<file path="config.mk">
export PLATFORM = sky130hd
export DESIGN_NAME = instr_fetch_ctrl
export DESIGN_NICKNAME = d
export VERILOG_FILES = /design/src/rtl/instr_fetch_ctrl.sv
export SDC_FILE = /design/constraint.sdc
export NUM_CORES = 1
export LEC_CHECK = 0
export CAP_MARGIN = 25
export CORE_UTILIZATION = 44
export CTS_BUF_LIST = sky130_fd_sc_hd__clkbuf_8
export DETAILED_ROUTE_END_ITERATION = 10
export GPL_TIMING_DRIVEN = 0
export PLACE_DENSITY = 0.87
export SETUP_SLACK_MARGIN = 0.5
export SLEW_MARGIN = 5
export SYNTH_ARGS = -nofsm -noshare
export SYNTH_HDL_FRONTEND = slang
export SYNTH_SLANG_ARGS = --single-unit
export TNS_END_PERCENT = 20
</file>
<file path="constraint.sdc">
create_clock -name clk -period 2.5 [get_ports clk]
set_input_delay 0.5 -clock clk [delete_from_list [all_inputs] [get_ports clk]]
set_output_delay 0.5 -clock clk [all_outputs]
set_load 0.02 [all_outputs]
</file>
<file path="src/rtl/instr_fetch_ctrl.sv">
// Instruction fetch sequencer: owns PC/IR, times instruction memory reads, flags illegal fetches.
// Optional FETCH_ALIGN_CHECK_EN: treat PC[1:0] != 0 as an illegal fetch.
module instr_fetch_ctrl #(
  parameter int unsigned MEM_BYTES   = 256,
  parameter logic [31:0] RESET_PC    = 32'h0000_0000,
  parameter int unsigned WAIT_CYCLES = 1
) (
  input  logic        clk,
  input  logic        rst_n,
  input  logic        FetchReq,
  input  logic        PCWrite,
  input  logic [31:0] PCIn,
  output logic [31:0] A,
  output logic        InstrMemRW,
  input  logic [31:0] RD,
  output logic [31:0] IR,
  output logic [31:0] PC,
  output logic        FetchDone,
  output logic        FetchBusy,
  output logic        Fault
);

  typedef enum logic [1:0] {S_IDLE, S_ACCESS, S_DONE, S_FAULT} state_e;

  state_e      state_q, state_d;
  logic [3:0]  cnt_q, cnt_d;
  logic [31:0] pc_q, pc_d;
  logic [31:0] ir_q, ir_d;

  logic [31:0] eff_pc;
  logic [32:0] last_ok;
  logic        illegal;

  // A same-cycle PCWrite in IDLE redirects the fetch, so legality is judged on PCIn.
  assign eff_pc  = PCWrite ? PCIn : pc_q;
  // 33-bit compare keeps PCs near 2^32 from wrapping into the legal window.
  assign last_ok = 33'(MEM_BYTES) - 33'd4;
`ifdef FETCH_ALIGN_CHECK_EN
  assign illegal = ({1'b0, eff_pc} > last_ok) || (eff_pc[1:0] != 2'b00);
`else
  assign illegal = ({1'b0, eff_pc} > last_ok);
`endif

  always_comb begin
    state_d = state_q;
    cnt_d   = cnt_q;
    pc_d    = pc_q;
    ir_d    = ir_q;
    case (state_q)
      S_IDLE: begin
        if (PCWrite) pc_d = PCIn;
        if (FetchReq) begin
          if (illegal) begin
            state_d = S_FAULT;
          end else begin
            state_d = S_ACCESS;
            cnt_d   = 4'(WAIT_CYCLES - 1);
          end
        end
      end
      S_ACCESS: begin
        if (cnt_q == 4'd0) begin
          ir_d    = RD;
          pc_d    = pc_q + 32'd4;
          state_d = S_DONE;
        end else begin
          cnt_d = cnt_q - 4'd1;
        end
      end
      S_DONE: begin
        if (PCWrite) pc_d = PCIn;
        state_d = S_IDLE;
      end
      S_FAULT: begin
        if (PCWrite) begin
          pc_d    = PCIn;
          state_d = S_IDLE;
        end
      end
      default: state_d = S_IDLE;
    endcase
  end

  always_ff @(posedge clk or negedge rst_n) begin
    if (!rst_n) begin
      state_q <= S_IDLE;
      cnt_q   <= 4'd0;
      pc_q    <= RESET_PC;
      ir_q    <= 32'd0;
    end else begin
      state_q <= state_d;
      cnt_q   <= cnt_d;
      pc_q    <= pc_d;
      ir_q    <= ir_d;
    end
  end

  assign A          = pc_q;
  assign PC         = pc_q;
  assign IR         = ir_q;
  assign InstrMemRW = (state_q == S_ACCESS);
  assign FetchDone  = (state_q == S_DONE);
  assign FetchBusy  = (state_q == S_ACCESS) || (state_q == S_DONE);
  assign Fault      = (state_q == S_FAULT);

endmodule

</file>
Word level (Yosys, flattened, before mapping)
Cells that the tools add are included.

Flip-flop bits (word level): 70. Bits of input ports: 68. Output and inout port bits: 100. Logic and storage cells: 35.

Add/sub/neg operators: 2. Order comparisons: 1. Equal/unequal tests: 8. Muxes and demuxes: 12. Reduce and logical (&&, ||, !) cells: 8.

Operators with widths (count): $mux W32 (2); $pmux W32 S2 (1); $add A32 B3 Y32 const B (1); $gt A32 B8 Y1 const B (1); $mux W4 (3); $mux W2 (4); $ne A2 B2 Y1 const B (4); $pmux W2 S4 (1); $pmux W4 S2 (1); $eq A2 B2 Y1 const B (2); $logic_not A4 Y1 (1); $reduce_and A4 Y1 (1); $sub A4 B1 Y4 const B (1); $reduce_and A3 Y1 (1); $reduce_or A3 Y1 (1); $eq A2 B1 Y1 const B (1); $logic_not A2 Y1 (1); $ne A2 B1 Y1 const B (1); $reduce_and A2 Y1 (1); $reduce_bool A2 Y1 (1); $logic_or A1 B1 Y1 (1).

Longest topological paths before layout
Word-level depth: 5. Depth in mapped cells: 9. Mapped depth without buffers: 8.

Worst setup path before layout
Ideal clock, no wire load.

Path type: flip-flop to flip-flop. Start point: register state_q[1]. End point: register pc_q[22], in the netlist A[22]. Library setup time: 0.065 ns. Arrival: 1.997 ns. Data required time: 2.435 ns. Setup slack: 0.438 ns. Cell stages (with the launch flop): 9. Buffers on the path: 0. Period minus slack after synthesis: 2.062 ns. Cell sequence: dfrtp_1 inv_1 ha_1 nor4bb_1 nand2_1 nor3_1 nand2_1 o21ai_1 o221a_2.

Elaborated cells between the ends (all ways): 7. Those cells by class: eq/ne (4); mux (1); reduce/logical (2).

RTL lines: start: declaration (RTL line 25) `state_e state_q, state_d;`; start signal: assignment (RTL line 91) `state_q <= state_d;`; $eq A2 B1 Y1 *; named net InstrMemRW (RTL line 14) `output logic InstrMemRW,`; $pmux W32 S2 / $ne A2 B1 Y1 (equally long branches); end signal: assignment (RTL line 93) `pc_q <= pc_d;`; end: declaration (RTL line 27) `logic [31:0] pc_q, pc_d;`.

The timed path passes the listed nets; every way through them passes the cells marked *. A chain may end at the register's enable or synchronous reset.

Worst setup path in the final report
Start point: register pc_q[23], in the netlist A[23]. End point: output PC[23].

RTL lines: end: declaration (RTL line 17) `output logic [31:0] PC,`.

No word-level cell between the ends.

==> flow_metrics.env <==
export IMPL_status="finished clean"
export IMPL_antenna_found_initial=0
export IMPL_clock_sinks=70
export IMPL_grt_pass1_vias=4403
export IMPL_seqPwrFrac_pct=27.0
export IMPL_synth_flop_cell="dfrtp_1"
export IMPL_setup_ws_ns=0.3959
export IMPL_antenna_left=0
export IMPL_layout_drive_gt1_share_pct=22.72
export IMPL_met1_length_um=5256
export IMPL_max_freq_mhz=475.3
export IMPL_totalWireLength_um=13640
export IMPL_total_power_mw=8.475
export IMPL_die_h_um=97.24
export IMPL_power_density_mw_per_mm2=1319
export IMPL_wl_met3_um=1425
export IMPL_p_clk_share_pct=10.8
export IMPL_grt_util_all_layers_pct=27.77
export IMPL_max_stage_delay_ns=0.59
export IMPL_final_common_cell="clkdlybuf4s50_1"
export IMPL_clk_pin_slew_worst_paths_ns=0.08
export IMPL_wl_met2_um=6501
export IMPL_root_buffer="clkbuf_8"
export IMPL_hold_viol=0
export IMPL_dr_max_layer_used="met4"
export IMPL_crit_arrival_ns=1.60
export IMPL_ir_drop_uv=715.2
export IMPL_worst_path_buf_inv=2
export IMPL_fillers=614
export IMPL_critPathCaptureType="primary output"
export IMPL_hpwlAfterDp_um=9263
export IMPL_rsz0062_at_grt="true"
export IMPL_synth_seq_cells=70
export IMPL_hold_path_class="primary input to asynchronous set/reset pin"
export IMPL_final_setup_viol_count=0
export IMPL_cts_buffers=9
export IMPL_crit_slowest_cell="clkdlybuf4s50_1"
export IMPL_io_buffers=167
export IMPL_place_area_sq_mm=0.005818
export IMPL_start_util_pct=45.55
export IMPL_synth_area_sq_mm=0.003991
export IMPL_slew_viol_final=0
export IMPL_syn_nets=535
export IMPL_htreeDepth=3
export IMPL_dp_slack_ns=-0.3059
export IMPL_period_share_pct=84.16
export IMPL_stdcell_area_sq_mm=0.006425
export IMPL_avgViaCountPerCell=5.646
export IMPL_ys_types=59
export IMPL_start_kind="flop"
export IMPL_grt_max_degree=42
export IMPL_crit_chain="buf_4 -> clkdlybuf4s50_1"
export IMPL_wl_per_cell_um=17.56
export IMPL_dieArea_sq_mm=0.009456
export IMPL_p_sw_share_pct=44.38
export IMPL_syn_inst=459
export IMPL_via_count=4387
export IMPL_final_cell_mix="clkdlybuf4s50_1 (138), nand2_1 (116), buf_4 (59), dfrtp_1 (51), nor2_1 (39)"
export IMPL_skew_ns=0.009161
export IMPL_async_reset_ff_share_pct=100.0
export IMPL_switching_power_mw=3.761
export IMPL_ys_warn_count=0
export IMPL_core_sq_mm=0.008763
export IMPL_areaGrowthSynthToFinish_pct=60.97
export IMPL_slew_headroom_pct=59.51
export IMPL_seq_area_sq_mm=0.001775
export IMPL_route_detailed_drc=0
export IMPL_gp_congestion=0.9086
export IMPL_p_leak_nw=2.843
export IMPL_intPower_mw=4.714
export IMPL_grt_pass1_wl_um=21230
export IMPL_clk_latency_ns=0.35
export IMPL_drv_cap=0
export IMPL_top_level_ports=168
export IMPL_synth_seq_area_share_pct=43.89
export IMPL_drt_first_pass_iters=7
export IMPL_fin_crit_ns=2.104
export IMPL_synth_edf_count=0
export IMPL_diodes=0
export IMPL_multi_input_area_sq_mm=0.002031
export IMPL_combPwrFrac_pct=62.2
export IMPL_clk_path_buf_depth=2
export IMPL_overflow=0
export IMPL_synth_area_per_cell_sq_um=8.696
export IMPL_cts_tree="yes"
export IMPL_rows=34
export IMPL_cp_required_ns=2.00
export IMPL_fin_nets=741
export IMPL_worst_pin_slew_ns=0.6073
export IMPL_drt_initial_drc_count=379
export IMPL_cp_top_family="buffers and inverters"
export IMPL_dieWidth_um=97.24
export IMPL_crit_fanout=7
export IMPL_critPathKind="flop to primary output"
metrics by stage:
step	hold WS [ns]	util, %	std cells	setup TNS, ns
floorplan	0.2044	-	459	0
global placement	0.4570	66.19	734	-108.19
detailed placement	0.4630	66.39	735	-4.449
CTS	0.08392	70.89	766	0
global route	0.1153	73.32	777	0
finish	0.07801	73.32	777	0
registers in the layout (all words and copies together), names as in the netlist:
name     flops
state_q      2
A           32
IR          32
cnt_q        4
power by group through the flow:
| stage | Sequential, mW | Clock [mW] | Combinational [mW] |
|---|---|---|---|
| final | 2.29 | 0.914 | 5.27 |
| after global routing | 2.36 | 0.978 | 5.60 |
| after CTS | 2.27 | 0.921 | 4.95 |
| after detailed placement | 2.27 | 0 | 4.74 |
| after global placement | 2.24 | 0 | 4.62 |
| after floorplan | 2.72 | 0 | 2.13 |
what timing repair did:
action | 4_1_cts | 5_1_grt
gates cloned | 0 | 0
pin swaps | 17 | 18
hold buffers | 0 | 0
setup endpoints to repair | 99 | 94
setup buffers | 16 | 11
resized for setup | 45 | 62
Yosys cell counts (2+ instances only):
cell | count | share of area (%)
nand2_1 | 117 | 11
dfrtp_1 | 70 | 44
nor2_1 | 41 | 3.9
buf_4 | 32 | 6.0
a21oi_1 | 15 | 1.9
a211oi_1 | 14 | 2.6
and3_1 | 13 | 2.0
nand4_1 | 12 | 1.9
nor3_1 | 12 | 1.5
nand3_1 | 11 | 1.4
buf_2 | 9 | 1.1
inv_1 | 9 | 0.85
a311oi_1 | 8 | 1.8
ha_1 | 8 | 2.5
clkbuf_1 | 7 | 0.66
nor4_1 | 7 | 1.1
and4_1 | 5 | 1.1
o21ai_0 | 5 | 0.63
mux2i_1 | 4 | 1.0
nor2b_1 | 4 | 0.63
o21a_1 | 4 | 0.75
buf_1 | 3 | 0.28
nand2b_1 | 3 | 0.47
o22ai_1 | 3 | 0.47
xnor2_1 | 3 | 0.66
a211o_1 | 2 | 0.44
a22o_1 | 2 | 0.44
clkbuf_8 | 2 | 0.69
nand3b_1 | 2 | 0.38
o211ai_1 | 2 | 0.38
o21ai_1 | 2 | 0.25
cell type report:
type	instances	area share [%]
buffer	54	5.862
clock buffer	10	2.142
clock inverter	5	0.7984
inverter	9	0.5258
multi-input combinational	326	31.61
sequential	70	27.63
tap	108	2.103
timing repair buffer	195	29.33
final timing paths:
kind | end | cells after the start | from | slack, ns
min | state_q[0] | 1 | rst_n | 0.08
min in group clk | A[20] | 3 | PCIn[20] | 0.47
max reg2reg | cnt_q[2] | 7 | A[31] | 0.49
max in group asynchronous | A[9] | 2 | rst_n | 1.83
min reg2reg | IR[25] | 2 | IR[25] | 0.48
max | PC[23] | 2 | A[23] | 0.40
layer usage:
layer	GRT usage, %	vias to the layer above
li1	-	1984
met1	33.54	2071
met2	46.21	289
met3	7.410	43
met4	13.01	0
met5	0	-
logic make-up (layout without fill, tap and decap cells):
family / Yosys count / in the layout / synth area share (%)
buffers and inverters: 63 / 273 / 9.937
adders and majority gates: 8 / 8 / 2.508
DFF: 70 / 70 / 43.89
muxes: 4 / 4 / 1.003
AOI/OAI and AO/OA: 72 / 72 / 13.48
xor gates and xnor gates: 3 / 3 / 0.6584
and+or+nand+nor: 239 / 239 / 28.53
Note: power is estimated with default switching activity, not from simulation.
